**src/rtl/full_adder_cla.sv**
```systemverilog
// rtl/full_adder_cla.sv - grouped carry-lookahead adder with registered copy
//
// Purpose:
//   sum/cout = a + b + cin. Carries inside a GROUP come from a flattened
//   sum-of-products lookahead. Carries between groups chain through group P/G.
//   WIDTH=1 gives the basic 1-bit full adder. The combinational result drives
//   datapath logic directly. A registered copy with a valid flag feeds
//   pipelined consumers.
//
// Ports:
//   clk_i     in   1      clock, rising edge
//   rst_i     in   1      synchronous active-high reset (registered path only)
//   a_i       in   WIDTH  operand A
//   b_i       in   WIDTH  operand B
//   cin_i     in   1      carry in
//   valid_i   in   1      capture strobe for registered outputs
//   sum_o     out  WIDTH  combinational sum mod 2^WIDTH
//   cout_o    out  1      combinational carry out of MSB
//   sum_q_o   out  WIDTH  registered sum
//   cout_q_o  out  1      registered carry out
//   valid_o   out  1      registered-output valid
module full_adder_cla #(
  parameter int WIDTH = 1,
  parameter int GROUP = 4
) (
  input  logic             clk_i,
  input  logic             rst_i,
  input  logic [WIDTH-1:0] a_i,
  input  logic [WIDTH-1:0] b_i,
  input  logic             cin_i,
  input  logic             valid_i,
  output logic [WIDTH-1:0] sum_o,
  output logic             cout_o,
  output logic [WIDTH-1:0] sum_q_o,
  output logic             cout_q_o,
  output logic             valid_o
);

  localparam int NGRP = (WIDTH + GROUP - 1) / GROUP;

  logic [WIDTH-1:0] w_p;
  logic [WIDTH-1:0] w_g;
  logic [WIDTH:0]   w_c;

  logic [WIDTH-1:0] r_sum;
  logic             r_cout;
  logic             r_valid;

  assign w_p = a_i ^ b_i;
  assign w_g = a_i & b_i;

  // Everything is computed in block-local variables. This keeps the carry
  // vector from being read back while it is still being built.
  always_comb begin : b_cla
    logic [WIDTH:0] v_c;
    logic [NGRP:0]  v_gc;
    logic           v_term;
    logic           v_or;
    logic           v_gp;
    logic           v_gg;
    int             v_lo;

    v_c     = '0;
    v_gc    = '0;
    v_term  = 1'b0;
    v_or    = 1'b0;
    v_gp    = 1'b0;
    v_gg    = 1'b0;
    v_lo    = 0;
    v_gc[0] = cin_i;

    for (int k = 0; k < NGRP; k++) begin
      v_lo      = k * GROUP;
      v_c[v_lo] = v_gc[k];

      // Carry into bit (v_lo+j+1):
      //   OR over m of ( g[m] & p[m+1..v_lo+j] )  |  ( p[v_lo..v_lo+j] & c_in )
      // The final group may be partial; bits at or above WIDTH are skipped,
      // so they contribute nothing.
      for (int j = 0; j < GROUP; j++) begin
        if (v_lo + j < WIDTH) begin
          v_or = 1'b0;
          for (int m = 0; m <= j; m++) begin
            v_term = w_g[v_lo + m];
            for (int n = m + 1; n <= j; n++) begin
              v_term = v_term & w_p[v_lo + n];
            end
            v_or = v_or | v_term;
          end
          v_term = v_gc[k];
          for (int n = 0; n <= j; n++) begin
            v_term = v_term & w_p[v_lo + n];
          end
          v_c[v_lo + j + 1] = v_or | v_term;
        end
      end

      // Group propagate/generate. Only this pair crosses group boundaries.
      v_gp = 1'b1;
      v_gg = 1'b0;
      for (int j = 0; j < GROUP; j++) begin
        if (v_lo + j < WIDTH) begin
          v_gg = w_g[v_lo + j] | (w_p[v_lo + j] & v_gg);
          v_gp = v_gp & w_p[v_lo + j];
        end
      end
      v_gc[k + 1] = v_gg | (v_gp & v_gc[k]);
    end

    w_c = v_c;
  end

  assign sum_o  = w_p ^ w_c[WIDTH-1:0];
  assign cout_o = w_c[WIDTH];

  // Reset takes priority over a capture on the same edge. The sum and carry
  // hold when no capture occurs; only the valid flag drops.
  always_ff @(posedge clk_i) begin
    if (rst_i) begin
      r_sum   <= '0;
      r_cout  <= 1'b0;
      r_valid <= 1'b0;
    end else if (valid_i) begin
      r_sum   <= sum_o;
      r_cout  <= cout_o;
      r_valid <= 1'b1;
    end else begin
      r_valid <= 1'b0;
    end
  end

  assign sum_q_o  = r_sum;
  assign cout_q_o = r_cout;
  assign valid_o  = r_valid;

endmodule

```
**config.mk**
```make
export PLATFORM = sky130hd
export DESIGN_NAME = full_adder_cla
export DESIGN_NICKNAME = d
export VERILOG_FILES = /design/src/rtl/full_adder_cla.sv
export SDC_FILE = /design/constraint.sdc
export NUM_CORES = 1
export LEC_CHECK = 0
export CAP_MARGIN = 20
export CORE_AREA = 5 5 42 44
export CTS_CLUSTER_SIZE = 12
export DETAILED_ROUTE_END_ITERATION = 10
export DIE_AREA = 0 0 47 49
export PLACE_DENSITY = 0.3
export SYNTH_ARGS = -nofsm -noshare
export SYNTH_HDL_FRONTEND = slang
export SYNTH_SLANG_ARGS = --single-unit
```
**constraint.sdc**
```tcl
create_clock -name clk_i -period 2.3 [get_ports clk_i]
set_clock_uncertainty 0.2 [all_clocks]
set_input_delay 0.345 -clock clk_i [delete_from_list [all_inputs] [get_ports clk_i]]
set_output_delay 0.345 -clock clk_i [all_outputs]
set_load 0.02 [all_outputs]
```
==> summary.txt <==
Timing
  – Period utilization: 0.972
  – Final setup violation count: 0
  – Tightest Pin Transition: around 0.22 ns
  – RSZ-0062 raised after global routing: false
  – Relative slew slack: 0.855
  – Final WS setup: 0.0633 ns
  – Fmax: 447 MHz
  – Max Slew Vio Count: 0
  – Hold Fails Final Rpt: 0
  – Final Critical Period: 2.24 ns
  – Hold slack: about 0.29 ns

Global route
  – GRT overflow: 0
  – Initial antenna violation count: 0
  – All-layer global routing usage: 0.0367
  – First-pass GRT wire length: slightly below 500 µm
  – Vias in the first global route: 130
  – Largest net degree at the start of global routing: 4

Finish
  – Sequential cell area: 60.1 µm²
  – Area grow syn2layout: 133%
  – Most frequent cells in the layout: 8 x clkdlybuf4s50_1, 3 x clkbuf_4, 3 x dfxtp_1
  – Antenna cells: 0
  – Share of cells above drive strength 1: 0.167
  – Commonest non-fill, non-tap cell in the layout: clkdlybuf4s50_1
  – Area of the multi-input gates: 53.8 µm²
  – Nets: 32
  – Utilization after layout: 0.189
  – FILL cells: between 150 and 200
  – Finished Cell Area: about 270 µm²

Critical path
  – Worst Setup Start Kind: input pin
  – Critical path data required time: 1.75 ns
  – Critical R2R Capture: cout_q_o$_SDFFE_PP0P_
  – Nature of the critical path endpoint: output pin
  – Worst-case register-to-register setup slack: 1.52 ns
  – CP endpoint: sum_o
  – CP Depth: 3
  – Crit Path Max Fanout: 2
  – RR Startpoint: cout_q_o$_SDFFE_PP0P_
  – Worst Path Buf+Inv: 2
  – Worst path top cell family by delay: buffers and inverters
  – Worst reg2reg path depth: 2
  – Critical Path AT: 1.69 ns
  – Worst path cell trace: clkdlybuf4s50_1, fa_1, dlygate4sd2_1
  – Crit-path slowest cell: fa_1
  – CP max stage delay: 0.58 ns
  – Crit Path Class: input pin to output pin
  – Crit. Startpoint: a_i

Min path
  – Worst Min Path Start: sum_q_o$_SDFFE_PP0P_
  – Hold depth: 2
  – HP Class: register to register

Run status
  – Status: complete, no violations

Synthesis
  – Synth Area per Inst: 12.7 µm²
  – Post-synth top area share: 0.527
  – Sequential element share of the synthesized area: 0.527
  – Largest cells by area after synthesis: dfxtp_1 53%, fa_1 18%, mux2i_1 18%
  – Syn_nets: 16
  – Register bit total from synthesis: 3
  – Post-Synthesis Cells: 9
  – Synth Cell Area: 114 µm²
  – Synth warn: 0
  – Yosys top cell by area: dfxtp_1
  – Synth cell types: 5

Pwr
  – Final Power: a little under 0.2 mW
  – Switching share of power: 0.245
  – P_leak: 0.110 nW
  – Power Density: 725 mW/mm²
  – Clock share of power: 0.470
  – P_int: 0.145 mW
  – Power share of the combinational group: 0.230
  – Net Sw Power: 0.0470 mW
  – Sequential share of power: 0.300
  – Worst IR drop on VDD: 0.000103 V

Die
  – Die height: 49 µm
  – Top-level port count: 11
  – Site Rows: 14
  – Initial Util: 0.0812
  – Die area: ~0.0023 mm²
  – Die width: 47 µm
  – Core ar.: about 0.0014 mm²

Routing
  – Post-route ant nets: 0
  – Post-DR vias/cell: 2.85
  – DR WL/cell: roughly 8 µm
  – DRC: 0
  – Drt pass-1 iters: 1
  – DR iter-0 viols: 0
  – Via count: 114
  – Final Routed Wirelength: 324 µm

Clock network
  – CTS Buf Count: 3
  – CTS Buffer Depth: 2
  – Root buffer cell: clkbuf_4
  – H-tree depth: 1
  – Post-CTS setup buffer count: 0
  – CTS sink cnt: 3
  – Clock Latency Late Sink: 0.23 ns
  – Hold buffer count at cts: 0
  – Reg clk slew, reported paths: roughly 0.030 ns
  – CTS tree: done

Flow run
  – Max_cap viols: 0

Place
  – PortBufs: 10
  – Placed Area: 241 µm²
  – DP Worst Slack: -0.219 ns
  – Routability cong.: ~0.62
## worst min path at each step
stage	endpoint
final	sum_q_o$_SDFFE_PP0P_
after global routing	sum_q_o$_SDFFE_PP0P_
after CTS	sum_q_o$_SDFFE_PP0P_
after detailed placement	sum_q_o$_SDFFE_PP0P_
after global placement	sum_q_o$_SDFFE_PP0P_
after floorplan	valid_o$_SDFF_PP0_
## logic make-up after synthesis
| family | after synthesis | synth area share |
|---|---|---|
| simple gates | 3 | 0.121 |
| flops | 3 | 0.527 |
| mux | 2 | 0.176 |
| fa+ha+maj | 1 | 0.176 |
## per-stage QoR
stage	setup TNS [ns]	std cells
global placement	-0.238	36
global route	0	40
CTS	0	40
floorplan	0	9
detailed placement	-0.239	36
finish	0	40
## registers in the layout, summed over array words and instances, names as in the netlist
| signal | count |
|---|---|
| cout_q_o | 1 |
| sum_q_o | 1 |
| valid_o | 1 |
## synthesized netlist by cell type
cell / count
nor2_1: 2
dfxtp_1: 3
nor2b_1: 1
fa_1: 1
mux2i_1: 2
## final cells by class
cell class	instances	share of cell area
clock buffers	4	0.0991
flip-flops and latches	3	0.226
repair buffers	11	0.396
multi-input cells	6	0.203
well taps	16	0.0755
## layer usage
metal	vias to the layer above	wire [µm]	GRT usage	share of wire
met4	0	0	0.0553	0
met2	11	98	0.0317	0.30
li1	58	-	-	-
met5	-	0	0	0
met1	45	128	0.0309	0.40
met3	0	97	0.0443	0.30
## power groups by stage
stage	combinational [mW]	sequential [mW]	clock, mW
after floorplan	0.0153	0.0632	0
after global placement	0.0478	0.0584	0
after detailed placement	0.0478	0.0586	0
after CTS	0.0448	0.0578	0.0965
after global routing	0.0477	0.0582	0.0988
final	0.0443	0.0577	0.0902
## worst register-to-register path, delay by kind of cell (launching register included)
kind             cells  cell delay [ns]
DFF                  1             0.30
and+or+nand+nor      1             0.05
muxes                1             0.12
## timing repair
action,4_1_cts,5_1_grt
resized for setup,2,0
hold endpoints to repair,0,0
setup endpoints to repair,2,0
No activity file was read; power rests on OpenSTA's default activity.
